## src/rtl/sparc_ifu_repl_pkg.sv

```systemverilog
// Shared definitions for the icache fill replacement controller:
// FSM state encoding, way count, LFSR reset seed and the LFSR step function.
package sparc_ifu_repl_pkg;

  localparam int         NWAYS     = 4;
  localparam logic [4:0] LFSR_SEED = 5'h1F;

  typedef enum logic [1:0] {
    IDLE = 2'd0,
    SEL  = 2'd1,
    WR   = 2'd2,
    DONE = 2'd3
  } repl_state_t;

  // One step of the 5-bit replacement LFSR (taps at bits 4 and 1).
  function automatic logic [4:0] lfsr_step(input logic [4:0] l);
    return {l[3:0], l[1] ^ l[4]};
  endfunction

endpackage

```

## src/rtl/dff_s.sv

```systemverilog
// Scan flop cell: synchronous reset to RST_VAL, scan shift when se is high
// (shifting si in at bit 0, bit SIZE-1 drives so), functional load otherwise.
module dff_s #(
  parameter int              SIZE    = 1,
  parameter logic [SIZE-1:0] RST_VAL = '0
) (
  input  logic            clk,
  input  logic            reset,
  input  logic            se,
  input  logic            si,
  input  logic [SIZE-1:0] din,
  output logic [SIZE-1:0] q,
  output logic            so
);

  logic [SIZE-1:0] shift_d;

  generate
    if (SIZE == 1) begin : g_one
      assign shift_d = si;
    end else begin : g_multi
      assign shift_d = {q[SIZE-2:0], si};
    end
  endgenerate

  // Reset has priority over scan shift, scan shift over functional load.
  always_ff @(posedge clk) begin
    if (reset)   q <= RST_VAL;
    else if (se) q <= shift_d;
    else         q <= din;
  end

  assign so = q[SIZE-1];

endmodule

```

## src/rtl/sparc_ifu_repl_lfsr.sv

```systemverilog
// 5-bit replacement LFSR. Holds its value unless advance is high, reloads
// SEED on reset, and presents the pseudo-random way {lfsr[0], lfsr[2]}.
module sparc_ifu_repl_lfsr
  import sparc_ifu_repl_pkg::*;
#(
  parameter logic [4:0] SEED = LFSR_SEED
) (
  input  logic       clk,
  input  logic       reset,
  input  logic       se,
  input  logic       si,
  output logic       so,
  input  logic       advance,
  output logic [1:0] way,
  output logic [4:0] lfsr
);

  logic [4:0] lfsr_d;

  // Step only when the caller consumes a random choice.
  always_comb begin
    lfsr_d = advance ? lfsr_step(lfsr) : lfsr;
  end

  dff_s #(.SIZE(5), .RST_VAL(SEED)) u_lfsr_reg (
    .clk   (clk),
    .reset (reset),
    .se    (se),
    .si    (si),
    .din   (lfsr_d),
    .q     (lfsr),
    .so    (so)
  );

  assign way = {lfsr[0], lfsr[2]};

endmodule

```

## src/rtl/sparc_ifu_repl_ctl.sv

```systemverilog
// Icache fill replacement controller. Captures one fill request at a time,
// picks a victim way (lowest invalid way, else LFSR choice), drives the array
// write handshake and pulses fill_done when the write is accepted.
// Optional feature macro: SPARC_IFU_REPL_LOCK_EN adds lock_mask, which removes
// locked ways from both invalid-way priority and random selection.
// Scan chain order: si -> lfsr -> state -> captured valids -> wr_idx -> wr_way
// -> control outputs -> so.
module sparc_ifu_repl_ctl
  import sparc_ifu_repl_pkg::*;
#(
  parameter int         NWAYS     = sparc_ifu_repl_pkg::NWAYS,
  parameter int         IDX_W     = 7,
  parameter logic [4:0] LFSR_SEED = sparc_ifu_repl_pkg::LFSR_SEED
) (
  input  logic             clk,
  input  logic             reset,
  input  logic             se,
  input  logic             si,
  output logic             so,
  input  logic             fill_req,
  input  logic [IDX_W-1:0] fill_idx,
  input  logic [NWAYS-1:0] way_vld,
  output logic             fill_ack,
  output logic             busy,
  output logic             wr_req,
  output logic [IDX_W-1:0] wr_idx,
  output logic [1:0]       wr_way,
  input  logic             wr_ack,
  output logic             fill_done
`ifdef SPARC_IFU_REPL_LOCK_EN
  ,
  input  logic [NWAYS-1:0] lock_mask
`endif
);

  repl_state_t      state_q, state_d;
  logic [1:0]       state_raw;
  logic [NWAYS-1:0] cap_vld_q, cap_vld_d;
  logic [NWAYS-1:0] eff_lock, free_ways;
  logic [IDX_W-1:0] wr_idx_d;
  logic [1:0]       wr_way_d, rnd_way, sel_way;
  logic [4:0]       lfsr_q;
  logic [3:0]       ctl_d, ctl_q;
  logic             has_free, lfsr_adv, capture;
  logic             so_lfsr, so_state, so_vld, so_idx, so_way;

  // Lowest-numbered way whose bit is set in free.
  function automatic logic [1:0] lowest_free(input logic [NWAYS-1:0] free);
    lowest_free = 2'd0;
    for (int i = NWAYS - 1; i >= 0; i--) begin
      if (free[i]) lowest_free = 2'(i);
    end
  endfunction

  // First unlocked way at or above start, wrapping from the top way to 0.
  function automatic logic [1:0] first_unlocked(input logic [1:0]       start,
                                                input logic [NWAYS-1:0] lk);
    logic [1:0] w;
    first_unlocked = start;
    for (int k = NWAYS - 1; k >= 0; k--) begin
      w = start + 2'(k);
      if (!lk[w]) first_unlocked = w;
    end
  endfunction

  assign state_q = repl_state_t'(state_raw);

`ifdef SPARC_IFU_REPL_LOCK_EN
  // A fully locked set behaves as if nothing were locked.
  assign eff_lock = (&lock_mask) ? '0 : lock_mask;
`else
  assign eff_lock = '0;
`endif

  assign free_ways = ~cap_vld_q & ~eff_lock;
  assign has_free  = |free_ways;
  assign capture   = (state_q == IDLE) && fill_req;
  assign lfsr_adv  = (state_q == SEL) && !has_free;

  // Victim choice: invalid way first, otherwise the LFSR way nudged past locks.
  always_comb begin
    sel_way = has_free ? lowest_free(free_ways) : first_unlocked(rnd_way, eff_lock);
  end

  // Next state, next registered control outputs and datapath loads.
  always_comb begin
    state_d = state_q;
    case (state_q)
      IDLE:    if (fill_req) state_d = SEL;
      SEL:     state_d = WR;
      WR:      if (wr_ack) state_d = DONE;
      DONE:    state_d = IDLE;
      default: state_d = IDLE;
    endcase
    ctl_d     = {capture, state_d != IDLE, state_d == WR, state_d == DONE};
    wr_idx_d  = capture ? fill_idx : wr_idx;
    cap_vld_d = capture ? way_vld : cap_vld_q;
    wr_way_d  = (state_q == SEL) ? sel_way : wr_way;
  end

  // ---- register stage ----
  sparc_ifu_repl_lfsr #(.SEED(LFSR_SEED)) u_lfsr (
    .clk     (clk),
    .reset   (reset),
    .se      (se),
    .si      (si),
    .so      (so_lfsr),
    .advance (lfsr_adv),
    .way     (rnd_way),
    .lfsr    (lfsr_q)
  );

  dff_s #(.SIZE(2), .RST_VAL(IDLE)) u_state_reg (
    .clk(clk), .reset(reset), .se(se), .si(so_lfsr),
    .din(state_d), .q(state_raw), .so(so_state)
  );

  // Captured valid bits are pure data and need no reset.
  dff_s #(.SIZE(NWAYS)) u_vld_reg (
    .clk(clk), .reset(1'b0), .se(se), .si(so_state),
    .din(cap_vld_d), .q(cap_vld_q), .so(so_vld)
  );

  dff_s #(.SIZE(IDX_W)) u_idx_reg (
    .clk(clk), .reset(reset), .se(se), .si(so_vld),
    .din(wr_idx_d), .q(wr_idx), .so(so_idx)
  );

  dff_s #(.SIZE(2)) u_way_reg (
    .clk(clk), .reset(reset), .se(se), .si(so_idx),
    .din(wr_way_d), .q(wr_way), .so(so_way)
  );

  dff_s #(.SIZE(4)) u_ctl_reg (
    .clk(clk), .reset(reset), .se(se), .si(so_way),
    .din(ctl_d), .q(ctl_q), .so(so)
  );

  assign {fill_ack, busy, wr_req, fill_done} = ctl_q;

endmodule

```

## config.mk

```make
export PLATFORM = sky130hd
export DESIGN_NAME = sparc_ifu_repl_ctl
export DESIGN_NICKNAME = d
export VERILOG_FILES = /design/src/rtl/sparc_ifu_repl_pkg.sv /design/src/rtl/dff_s.sv /design/src/rtl/sparc_ifu_repl_lfsr.sv /design/src/rtl/sparc_ifu_repl_ctl.sv
export SDC_FILE = /design/constraint.sdc
export NUM_CORES = 1
export LEC_CHECK = 0
export ABC_CLOCK_PERIOD_IN_PS = 1500
export BUFFER_PORTS_ARGS = -buffer_cell sky130_fd_sc_hd__buf_2
export CORE_ASPECT_RATIO = 0.9
export CORE_MARGIN = 5
export CORE_UTILIZATION = 30
export DETAILED_ROUTE_END_ITERATION = 7
export PLACE_DENSITY = 0.57
export SETUP_SLACK_MARGIN = 0.4
export SYNTH_ARGS = -nofsm -noshare
export SYNTH_HDL_FRONTEND = slang
export SYNTH_SLANG_ARGS = --single-unit
```

## constraint.sdc

```tcl
create_clock -name clk -period 1.5 [get_ports clk]
set_clock_uncertainty 0.2 [all_clocks]
set_input_delay 0.15 -clock clk [delete_from_list [all_inputs] [get_ports clk]]
set_output_delay 0.15 -clock clk [all_outputs]
set_load 0.02 [all_outputs]
```

==> flow_summary.ini <==
[status]
outcome = finished with violations
violations = hold timing, setup timing

[routing]
drt_iter0_drc = 23
vias_per_cell = 4.64
wirelength_mm = 2.58
first_pass_iters = 4
wire_per_inst_um = 12.7
vias = 941
ant_nets = 0
drc = 0

[placement]
io_buffers = 30
dpl.cell_count = 189
pre_cts_ws_ns = -0.0401
gp_congestion = 0.765
dpl.hpwl_mm = 1.85

[cts]
cts_tree = yes
cts-root-buf = clkbuf_8
path_clk_slew_ns = 0.08
insertion_delay_ns = 0.26
clock_sinks = 24
cts_buffer_depth = 2
cts_max_level = 1
cts_made_buffers = 3
cts.hold.buffers_added = 1

[cells_and_area]
num-nets-final = 179
final_util_pct = 46.4
layout.area.seq_um2 = 542
multiInputGateArea_um2 = 661
antenna_cells = 0
fillers = 353
area_delta_synth_final_pct = 49.5
drive_gt1_share_pct = 57.3
stdcell_count = 203

[global_routing]
grt_pass1_vias = 890
grt_max_degree = 23
grt_pass1_wl_mm = 3.91
grt_antenna_before_repair = 0
grt-ovfl-total = 0
gr-usage-all-layers_pct = 10.3

[critical_path]
startpoint_type = register
path_max_fanout = 3
slowest_stage = dfxtp_4
required_ns = 1.43
path_cells = inv_4 -> ha_4 -> mux2_4 -> o22ai_4 -> buf_4 -> a221oi_2
critPathKind = register to register
cp.arrival_ns = 1.47
setup.worst_path.end_class = register
max_stage_delay_ns = 0.37

[sta]
grt_setup_unrepaired = yes
holdWs_ns = -0.0150
finalWorstSetupSlack_ns = -0.0457
setup-violations-final = 7
finalCritPeriodShare_pct = 103
setup_tns_ns = -0.125
max_freq_mhz = 647
relSlewSlack_pct = 72.5
maxSlewViolCount = 0
tightest_slew_ns = 0.413
hold_viol = 4
fin_crit_ns = 1.55

[synth]
synthesis.nets = 134
synth_cell_type_count = 27
syn_area_per_cell_um2 = 10.2
syn_inst = 113
ys_warn_count = 0
synth.cell_area_um2 = 1150
yosysSeqAreaShare_pct = 45.3
synth_seq_cells = 24

[power]
ir_drop_v = 0.000290
total_power_mw = 1.54
power.density_nw_per_um2 = 894
p_leak_nw = 0.768

[die]
start_util_pct = 31.0
die_h_um = 68.7
dieWidth_um = 75.3
rows = 21
die_area_um2 = 5170
pin_count = 31
core_um2 = 3700

[flow_run]
cap_violations = 0

[worst_hold_path]
hold_path_class = input pin to register
[cell usage in the layout (no fill, tap or decap), types with 3 or more instances in the layout]
master     n
nor2_1    17
buf_2     16
buf_6     16
buf_4     15
dfxtp_2   14
mux2i_1   12
mux2_4     8
inv_1      5
dfxtp_1    5
mux2_2     4
a21oi_1    4
edfxtp_1   4
nand2_1    3
clkbuf_8   3
[layer usage]
layer,GRT usage (%),up-vias,wire [um]
met5,0,-,0
met4,5.90,0,53
met3,2.32,7,106
met2,16.7,20,1290
met1,12.6,443,1120
li1,-,471,-
[synth_stat cells]
cell type / n / area [um2]
a21oi_1: 5 / 25.0
a221oi_1: 3 / 26.3
a22oi_1: 1 / 7.51
and2b_1: 1 / 7.51
buf_2: 1 / 5.00
buf_4: 4 / 30.0
buf_6: 1 / 11.3
clkbuf_1: 2 / 7.51
dfxtp_1: 20 / 400
edfxtp_1: 4 / 120
ha_1: 4 / 50.1
inv_1: 7 / 26.3
mux2_2: 11 / 124
mux2_4: 1 / 15.0
mux2i_1: 12 / 120
nand2_1: 3 / 11.3
nand2_2: 1 / 6.26
nand2b_1: 2 / 12.5
nand3_1: 2 / 10.0
nor2_1: 19 / 71.3
nor2b_1: 2 / 12.5
o21ai_0: 2 / 10.0
o21ai_1: 1 / 5.00
o21bai_1: 1 / 7.51
o22ai_1: 1 / 6.26
o22ai_2: 1 / 12.5
xor2_1: 1 / 8.76
[cell families (layout without fill, tap and decap cells)]
group	Yosys count	after routing	share of synthesized area [%]
xor gates and xnor gates	1	1	0.762
DFF	24	24	45.3
adders and majority gates	4	4	4.35
AOI/OAI and AO/OA	15	15	8.71
muxes	24	24	22.5
buffers and inverters	15	59	6.96
and+or+nand+nor	30	30	11.4
[power by group]
group / internal (mW) / leakage [nW] / switching (mW)
sequential: 0.708 / 0.211 / 0.0369
clock: 0.189 / 0.0228 / 0.195
combinational: 0.227 / 0.534 / 0.180
total: 1.12 / 0.768 / 0.412
[per-stage QoR]
step / hold slack (ns) / instance area (um2)
global placement: 0.181 / 1440
CTS: -0.0194 / 1610
floorplan: 0.0119 / 1220
detailed placement: 0.186 / 1440
finish: -0.0150 / 1720
global route: -0.0168 / 1720
[critical path: cells and delay by family (launching register included)]
| kind | cells | cell delay, ns |
|---|---|---|
| flops | 1 | 0.37 |
| compound gates | 2 | 0.19 |
| mux | 1 | 0.30 |
| fa+ha+maj | 1 | 0.15 |
| buf+inv | 2 | 0.20 |
[what timing repair did]
action | in CTS | in global routing
pin swaps | 4 | 3
endpoints found under the hold margin | 5 | 4
resized for setup | 33 | 22
endpoints found under the setup margin | 40 | 42
buffers inserted | 5 | 4
[state kept, by name (all words and copies together) (netlist names)]
name / count
u_lfsr.u_lfsr_reg.q: 5
u_way_reg.q: 2
u_vld_reg.q: 4
u_ctl_reg.q: 4
u_state_reg.q: 2
u_idx_reg.q: 7
[path summary, 6_finish.rpt]
kind                                        from              to  slack [ns]  cells after the start
worst min-delay path                  way_vld[1]  u_vld_reg.q[1]       -0.02                      2
worst min register to register    u_idx_reg.q[6]  u_way_reg.q[0]        0.30                      2
worst max register to register  u_state_reg.q[0]  u_ctl_reg.q[2]       -0.05                      6
worst max-delay path            u_state_reg.q[0]  u_ctl_reg.q[2]       -0.05                      6
[layout make-up]
type	instances	share of cell area [%]
inverters	7	1.82
well taps	46	3.35
flip-flops and latches	24	31.5
clock buffers	4	2.62
multi-input cells	74	38.4
repair buffers	48	22.3
No activity file was read; power rests on OpenSTA's default activity.
